File: config.mk
export PLATFORM = sky130hd
export DESIGN_NAME = zet_umi_arbiter
export DESIGN_NICKNAME = d
export VERILOG_FILES = /design/src/rtl/zet_umi_arbiter.sv
export SDC_FILE = /design/constraint.sdc
export NUM_CORES = 1
export LEC_CHECK = 0
export BUFFER_PORTS_ARGS = -buffer_cell sky130_fd_sc_hd__buf_2
export CAP_MARGIN = 10
export CORE_UTILIZATION = 30
export CTS_CLUSTER_SIZE = 28
export DETAILED_ROUTE_END_ITERATION = 12
export PLACE_DENSITY_LB_ADDON = 0.2
export SLEW_MARGIN = 0
export SYNTH_ARGS = -nofsm -noshare
export SYNTH_HDL_FRONTEND = slang
export SYNTH_SLANG_ARGS = --single-unit
File: constraint.sdc
create_clock -name clk -period 4.9 [get_ports clk]
set_input_delay 0.49 -clock clk [delete_from_list [all_inputs] [get_ports clk]]
set_output_delay 0.49 -clock clk [all_outputs]
set_load 0.01 [all_outputs]
File: src/rtl/zet_umi_arbiter.sv
// zet_umi_arbiter: two-master (fetch / exec) to one-slave arbiter for the Zet UMI bus.
// Exec requests win by default. A saturating starvation counter lets a waiting fetch
// win once it has lost FETCH_MAX_WAIT arbitrations in a row. A granted cycle is locked
// until the slave acks it, and the arbiter always returns to IDLE for one cycle between
// transactions.
// Optional feature: define ZET_UMI_ARB_TIMEOUT_EN to add a slave-ack timeout. On timeout
// the arbiter fakes an ack with read data 16'hffff and pulses arb_err_o.
module zet_umi_arbiter #(
  parameter int FETCH_MAX_WAIT = 4,
  parameter int TIMEOUT        = 255
) (
  input  logic        clk,
  input  logic        rst,
  input  logic [19:0] f_adr_i,
  input  logic        f_by_i,
  input  logic        f_stb_i,
  output logic [15:0] f_dat_o,
  output logic        f_ack_o,
  input  logic [19:0] e_adr_i,
  input  logic [15:0] e_dat_i,
  input  logic        e_we_i,
  input  logic        e_by_i,
  input  logic        e_tga_i,
  input  logic        e_stb_i,
  output logic [15:0] e_dat_o,
  output logic        e_ack_o,
  output logic [19:0] umi_adr_o,
  output logic [15:0] umi_dat_o,
  output logic        umi_we_o,
  output logic        umi_by_o,
  output logic        umi_tga_o,
  output logic        umi_stb_o,
  input  logic [15:0] umi_dat_i,
  input  logic        umi_ack_i,
  output logic        arb_err_o
);

  typedef enum logic [1:0] {
    IDLE      = 2'd0,
    GNT_FETCH = 2'd1,
    GNT_EXEC  = 2'd2
  } state_t;

  localparam logic [3:0] MAX_WAIT   = 4'(FETCH_MAX_WAIT);
  localparam logic [3:0] STARVE_SAT = 4'hf;

  state_t     state_r;
  state_t     state_s;
  logic [3:0] starve_r;
  logic [3:0] starve_s;
  logic       tmo_s;
  logic       done_s;
  logic       in_gnt_s;

  assign in_gnt_s = (state_r != IDLE);
  // The current grant finishes this cycle, on a real slave ack or a timeout.
  assign done_s   = in_gnt_s & (umi_ack_i | tmo_s);

`ifdef ZET_UMI_ARB_TIMEOUT_EN
  localparam logic [7:0] TMO_LAST = 8'(TIMEOUT - 1);

  logic [7:0] tmo_cnt_r;

  // Count strobe cycles of the current grant; restart at every new grant.
  always_ff @(posedge clk or negedge rst) begin
    if (!rst) begin
      tmo_cnt_r <= 8'd0;
    end else if (!in_gnt_s || done_s) begin
      tmo_cnt_r <= 8'd0;
    end else begin
      tmo_cnt_r <= tmo_cnt_r + 8'd1;
    end
  end

  // A timeout fires on the TIMEOUT-th strobe cycle unless the slave acks in it.
  assign tmo_s     = in_gnt_s & ~umi_ack_i & (tmo_cnt_r == TMO_LAST);
  assign arb_err_o = tmo_s;
  assign f_dat_o   = tmo_s ? 16'hffff : umi_dat_i;
  assign e_dat_o   = tmo_s ? 16'hffff : umi_dat_i;
`else
  assign tmo_s     = 1'b0;
  assign arb_err_o = 1'b0;
  assign f_dat_o   = umi_dat_i;
  assign e_dat_o   = umi_dat_i;
`endif

  // Acks go only to the current owner; an ack seen while IDLE reaches nobody.
  assign f_ack_o = (state_r == GNT_FETCH) & (umi_ack_i | tmo_s);
  assign e_ack_o = (state_r == GNT_EXEC)  & (umi_ack_i | tmo_s);

  // Arbitration state and starvation counter registers.
  always_ff @(posedge clk or negedge rst) begin
    if (!rst) begin
      state_r  <= IDLE;
      starve_r <= 4'd0;
    end else begin
      state_r  <= state_s;
      starve_r <= starve_s;
    end
  end

  // Next-state selection: exec priority, fetch wins once it has starved long enough.
  always_comb begin
    state_s  = state_r;
    starve_s = starve_r;
    case (state_r)
      IDLE: begin
        if (e_stb_i && f_stb_i) begin
          if (starve_r >= MAX_WAIT) begin
            state_s = GNT_FETCH;
          end else begin
            state_s = GNT_EXEC;
          end
        end else if (e_stb_i) begin
          state_s = GNT_EXEC;
        end else if (f_stb_i) begin
          state_s = GNT_FETCH;
        end else begin
          state_s = IDLE;
        end
        // Fetch lost to exec: one more lost round. Otherwise fetch is not waiting.
        if ((state_s == GNT_EXEC) && f_stb_i) begin
          if (starve_r != STARVE_SAT) begin
            starve_s = starve_r + 4'd1;
          end else begin
            starve_s = starve_r;
          end
        end else begin
          starve_s = 4'd0;
        end
      end
      GNT_FETCH, GNT_EXEC: begin
        if (done_s) begin
          state_s = IDLE;
        end else begin
          state_s = state_r;
        end
      end
      default: begin
        state_s  = IDLE;
        starve_s = 4'd0;
      end
    endcase
  end

  // Capture the winner's request into the slave port on grant; drop strobe when done.
  always_ff @(posedge clk or negedge rst) begin
    if (!rst) begin
      umi_adr_o <= 20'd0;
      umi_dat_o <= 16'd0;
      umi_we_o  <= 1'b0;
      umi_by_o  <= 1'b0;
      umi_tga_o <= 1'b0;
      umi_stb_o <= 1'b0;
    end else if ((state_r == IDLE) && (state_s == GNT_EXEC)) begin
      umi_adr_o <= e_adr_i;
      umi_dat_o <= e_dat_i;
      umi_we_o  <= e_we_i;
      umi_by_o  <= e_by_i;
      umi_tga_o <= e_tga_i;
      umi_stb_o <= 1'b1;
    end else if ((state_r == IDLE) && (state_s == GNT_FETCH)) begin
      umi_adr_o <= f_adr_i;
      umi_dat_o <= 16'd0;
      umi_we_o  <= 1'b0;
      umi_by_o  <= f_by_i;
      umi_tga_o <= 1'b0;
      umi_stb_o <= 1'b1;
    end else if (done_s) begin
      umi_stb_o <= 1'b0;
    end else begin
      umi_stb_o <= umi_stb_o;
    end
  end

endmodule

==> results of run 1 <==
## how the worst min path moves through the flow
stage,to,cells after the start,slack (ps),startpoint
2_1_floorplan,starve_r[0]$_DFFE_PN0P_,0,190,rst
3_3_place_gp,umi_stb_o$_DFFE_PN0P_,2,460,umi_stb_o$_DFFE_PN0P_
3_5_place_dp,umi_stb_o$_DFFE_PN0P_,2,470,umi_stb_o$_DFFE_PN0P_
4_1_cts,umi_dat_o[12]$_DFFE_PN0P_,2,410,e_dat_i[12]
5_1_grt,umi_dat_o[2]$_DFFE_PN0P_,2,400,e_dat_i[2]
6_report,umi_adr_o[1]$_DFFE_PN0P_,1,380,rst
## routing by layer
| metal | wire [um] | vias to the layer above | track usage (%) |
|---|---|---|---|
| met5 | 0 | - | 0 |
| met4 | 21 | 0 | 2.82 |
| met3 | 310 | 4 | 3.47 |
| met2 | 2230 | 73 | 18.4 |
| met1 | 2190 | 781 | 14.8 |
| li1 | - | 847 | - |
## metrics by stage
step | power, mW | instance area, um2 | utilization (%)
after global placement | 1.49 | 2680 | 36.4
after floorplan | 1.27 | 2320 | -
final | 1.75 | 2790 | 37.9
after detailed placement | 1.51 | 2680 | 36.4
after global routing | 1.90 | 2790 | 37.9
after CTS | 1.78 | 2790 | 37.9
## final cells by class
type	count	area (um2)
Clock buffer	8	110
Fill cell	740	4580
Inverter	4	15.0
Multi-Input combinational cell	117	831
Sequential cell	46	1150
Tap cell	99	124
Timing Repair Buffer	110	561
## power by group
group	switching [mW]	leakage [nW]	internal, mW
clock network	0.123	0.0575	0.143
registers	0.0820	0.587	0.536
logic	0.492	0.809	0.372
## cell usage in the layout, fill, tap and decap left out
cell	synthesis	final
nor2_1	3	3
dfrtp_1	46	46
nor4_1	1	1
buf_2	3	106
and3_1	1	1
and4_1	1	1
nor3b_4	1	1
nand2b_1	1	1
o21ai_1	21	21
conb_1	1	1
o2111ai_1	1	1
a211o_1	1	1
clkbuf_8	0	8
or3b_1	1	1
o21ai_0	1	1
mux2_2	1	1
mux2i_1	21	21
a2111oi_1	1	1
a22o_1	20	20
ha_1	5	5
o211ai_1	1	1
and2_1	4	4
a32oi_1	2	2
and3b_1	1	1
buf_4	34	4
a21oi_1	1	1
nand2_1	24	24
nand3_1	2	2
inv_1	4	4
## flip-flops by register name, summed over array words and instances, names as in the netlist
signal,flops
starve_r,4
state_r,2
umi_adr_o,20
umi_by_o,1
umi_dat_o,16
umi_stb_o,1
umi_tga_o,1
umi_we_o,1
## cells by family after synthesis
family / Yosys count
other: 1
adder cells (fa/ha/maj): 5
flip-flops: 46
AO/OA/AOI/OAI: 49
AND/OR/NAND/NOR: 40
buffers and inverters: 48
multiplexers: 22
==> impl_metrics.yaml, run 1 <==
route:
  route.detailed.drc: 0
  first_pass_iters: 4
  via_per_inst: 4.44
  drtIter0Drc: 42
  dr_total_vias: 1705
  routedWlPerCell_um: 12.4
  drt_wl_total_mm: 4.75
  drtAntennaViolNets: 0
sta:
  hold_violations: 0
  rsz0062_at_grt: "no"
  period_share_pct: 48.1
  final_max_slew_viol_count: 0
  max-slew-margin-rel_pct: 29.7
  setup_viol: 0
  fmax_ghz: 0.424
  finalSetupTns_ps: 0
  fin_ws_ps: 2540
  tightest_slew_ps: 1050
  hold_slack_ps: 382
  fin_skew_ps: 9.13
  final.min_clock_period_ps: 2360
critical_path:
  path_cells: "inv_1 -> ha_1 -> inv_1 -> a2111oi_1 -> o211ai_1 -> buf_4 -> a22o_1"
  path_buf_inv: 3
  ff2ff_path_depth: 7
  r2r-start: "state_r[0]$_DFF_PN0_"
  cp.required_ps: 5070
  reg2reg_to: "umi_dat_o[9]$_DFFE_PN0P_"
  crit_path_top_delay_cell: "dfrtp_1"
  critPathCaptureType: "register"
  reg2reg_slack_ps: 2540
  crit_start: "state_r[0]$_DFF_PN0_"
  critPathLaunchType: "register"
  max_stage_delay_ps: 480
  path_delay_family: "compound AO/OA/AOI/OAI gates"
  crit_top_cell: "inv_1"
  crit_arrival_ps: 2530
  endpoint: "umi_dat_o[9]$_DFFE_PN0P_"
  critPathKind: "reg2reg"
  cp.depth: 7
  worstPathMaxFanout: 32
synthesis:
  synth_compound_area_share_pct: 14.8
  synth_cells: 211
  synth_top_area_share_pct: 49.7
  synthFlopType: "dfrtp_1"
  netlist_top_cells_count: "dfrtp_1, buf_4, nand2_1"
  synth_edf_count: 0
  synth_area_leaders: "dfrtp_1, buf_4, mux2i_1"
  synth-simple-area-share_pct: 8.64
  synth_top_family_by_area: "compound AO/OA/AOI/OAI gates"
  synthArstFlopShare_pct: 100
  yosysWarnings: 0
  yosys.area.top_type: "dfrtp_1"
  yosysMostFrequentCell: "dfrtp_1"
  synth_area_per_cell_um2: 11.0
  yosysUniqueCellTypes: 30
  synth_fa_ha_area_share_pct: 2.70
  muxShareOfSynthArea_pct: 9.56
  yosysSeqAreaShare_pct: 49.7
  ys_ff_latch: 46
  synth_area_um2: 2320
  syn_nets: 297
  synth_xor_area_share_pct: 0
clock_tree:
  cts_buffers: 5
  hold_buffers: 0
  h-tree-depth: 2
  post_cts_resized: 0
  clkLatencyLatePin_ps: 290
  post_cts_buffers: 0
  clock_sinks: 46
  cts_root_buffer: "clkbuf_8"
  cts_tree: "built"
  path_clk_slew_ps: 90
  ctsLongestPathBuffers: 2
global_routing:
  grt_max_degree: 47
  gr-total-overflow: 0
  grt_pass1_vias: 1620
  grt_pass1_wl_mm: 7.50
  antenna_found_initial: 0
  gr-usage-all-layers_pct: 11.3
placed_design:
  port_buffers: 106
  post-dp-hpwl_mm: 3.36
  dp_cells: 376
  pre_cts_ws_ps: 2570
  gp_congestion: 0.823
finish:
  antenna_cells: 0
  fin_nets: 370
  syn2layout_area_growth_pct: 20.5
  layout-drive-gt1-share_pct: 42.1
  fin_cells: 384
outcome:
  outcome: "finished clean"
floorplan:
  die_y_um: 89.9
  coreArea_um2: 7370
  pin_count: 156
  num_rows: 31
  dieArea_um2: 8070
  start_util_pct: 31.4
  die_w_um: 89.9
power_and_ir_drop:
  p_per_area_nw_per_um2: 626
  p_leak_nw: 1.45
  vdd_ir_drop_max_v: 0.000226
hold_path:
  hold_path_class: "in2async"
flow_run:
  cap_violations: 0
Power figures use the tool's default switching activity.
==> run 2: changes to the inputs <==
Clock period 4.9 ns to 2.1 ns, I/O delays scaled along.
==> run 2 against run 1 <==
  * Largest power group unchanged
  * Clock-buffer cell count is 2 lower
  * Die area stayed put
  * Power grew to 2.5 times the previous value
==> impl_metrics.yaml, run 2 (same netlist as run 1, synthesis figures left out) <==
outcome:
  outcome: "finished clean"
route:
  route.detailed.drc: 0
  routedWlPerCell_um: 13.1
  dr_total_vias: 1761
  drtIter0Drc: 67
  first_pass_iters: 4
  via_per_inst: 4.44
  drt_wl_total_mm: 5.19
  drtAntennaViolNets: 0
finish:
  fin_nets: 384
  antenna_cells: 0
  layout_common_cells: "buf_2, dfrtp_1, nand2_1"
  final_util_pct: 40.2
  top_register: "umi_adr_o"
  fin_cells: 397
  biggestRegsByFlops: "umi_adr_o x20, umi_dat_o x16, starve_r x4"
  layout-drive-gt1-share_pct: 45.3
  largest_reg_flops: 20
  final_common_cell: "buf_2"
  syn2layout_area_growth_pct: 28.0
critical_path:
  worstPathMaxFanout: 6
  reg2reg_to: "umi_adr_o[16]$_DFFE_PN0P_"
  path_cells: "inv_2 -> ha_4 -> a211o_1 -> nor3b_4 -> buf_6 -> buf_6 -> mux2i_1 -> o21ai_1"
  path_delay_family: "flip-flops"
  ff2ff_path_depth: 8
  max_stage_delay_ps: 400
  reg2reg_slack_ps: 60
  crit_path_top_delay_cell: "dfrtp_1"
  r2r-start: "state_r[0]$_DFF_PN0_"
  cp.depth: 8
  crit_arrival_ps: 2210
  crit_top_cell: "buf_6"
  path_buf_inv: 3
  critPathCaptureType: "register"
  cp.required_ps: 2270
  critPathKind: "reg2reg"
  critPathLaunchType: "register"
power_and_ir_drop:
  p_sw_mw: 1.74
  p_leak_nw: 1.52
  p_per_area_nw_per_um2: 1490
  seqPwrFrac_pct: 32.2
  vdd_ir_drop_max_v: 0.000750
  p_comb_share_pct: 56.2
  clock_power_share_pct: 11.6
  p_sw_share_pct: 39.4
  p_int_mw: 2.67
floorplan:
  coreArea_um2: 7370
  die_w_um: 89.9
  pin_count: 156
  dieArea_um2: 8070
  num_rows: 31
  die_y_um: 89.9
  start_util_pct: 31.4
placed_design:
  post-dp-hpwl_mm: 3.54
  gp_congestion: 0.793
  port_buffers: 106
  dp_cells: 382
sta:
  hold_violations: 0
  period_share_pct: 97.3
  rsz0062_at_grt: "yes"
  fin_skew_ps: 5.93
  final_max_slew_viol_count: 0
  setup_viol: 0
  final.min_clock_period_ps: 2040
  fmax_ghz: 0.490
clock_tree:
  clkLatencyLatePin_ps: 290
  h-tree-depth: 2
  ctsLongestPathBuffers: 2
  cts_root_buffer: "clkbuf_8"
  cts_tree: "built"
  path_clk_slew_ps: 80
  clock_sinks: 46
  cts_buffers: 5
global_routing:
  grt_max_degree: 41
  gr-usage-all-layers_pct: 12.7
  grt_pass1_wl_mm: 8.32
  grt_pass1_vias: 1790
  gr-total-overflow: 0
  antenna_found_initial: 0
hold_path:
  hold_path_class: "in2reg"
  min_to: "umi_dat_o[12]$_DFFE_PN0P_"
  hold_path_depth: 2
  hp-start: "e_dat_i[12]"
flow_run:
  cap_violations: 0
==> run 2: changes by cell type in the layout (fill, tap and decap cells not counted), sizes merged <==
| cell | change |
|---|---|
| dlygate4sd3 | +1 |
| buf | +11 |
| clkinvlp | +1 |
==> run 2: worst max-delay path by stage <==
| stage | to | start |
|---|---|---|
| global placement | umi_dat_o[13]$_DFFE_PN0P_ | state_r[1]$_DFF_PN0_ |
| floorplan | umi_dat_o[10]$_DFFE_PN0P_ | state_r[0]$_DFF_PN0_ |
| finish | umi_adr_o[16]$_DFFE_PN0P_ | state_r[0]$_DFF_PN0_ |
| CTS | umi_dat_o[6]$_DFFE_PN0P_ | state_r[1]$_DFF_PN0_ |
| detailed placement | umi_dat_o[6]$_DFFE_PN0P_ | state_r[1]$_DFF_PN0_ |
| global route | umi_adr_o[16]$_DFFE_PN0P_ | state_r[0]$_DFF_PN0_ |
==> run 2: area by class of cell <==
class                   instances  area, um2
clock buffers                   6       72.6
clock inverters                 1       7.51
fillers                       769       4400
inverters                       4       15.0
multi-input cells             117        856
flip-flops and latches         46       1150
well taps                      99        124
repair buffers                124        739
==> run 2: what timing repair did <==
item,in CTS,in global routing
endpoints found under the hold margin,17,0
resized for setup,0,11
endpoints found under the setup margin,0,39
setup buffers,0,4
hold buffers,1,0
==> run 2: metrics by stage <==
stage               instance area [um2]  worst slack, ps  total power [mW]  setup TNS (ps)  hold slack (ps)
finish                             2970             57.2              4.41               0              135
CTS                                2840             19.0              4.19               0              125
floorplan                          2320             10.9              2.95               0            -85.6
global placement                   2750             30.4              3.65               0              181
detailed placement                 2750             38.9              3.66               0              185
global route                       2970            -58.4              4.80            -268              127
==> run 2: power by group through the flow <==
stage          Combinational, mW  Clock (mW)  Sequential [mW]
2_1_floorplan               1.35           0             1.60
3_3_place_gp                2.20           0             1.44
3_5_place_dp                2.22           0             1.44
4_1_cts                     2.23       0.539             1.43
5_1_grt                     2.75       0.574             1.47
6_report                    2.48       0.510             1.42
==> run 2: per-layer routing <==
metal	track usage [%]	part of all wire, %	vias up
li1	-	-	879
met1	16.6	46	800
met2	20.1	47	78
met3	3.98	7.0	4
met4	3.63	0.60	0
met5	0	0	-
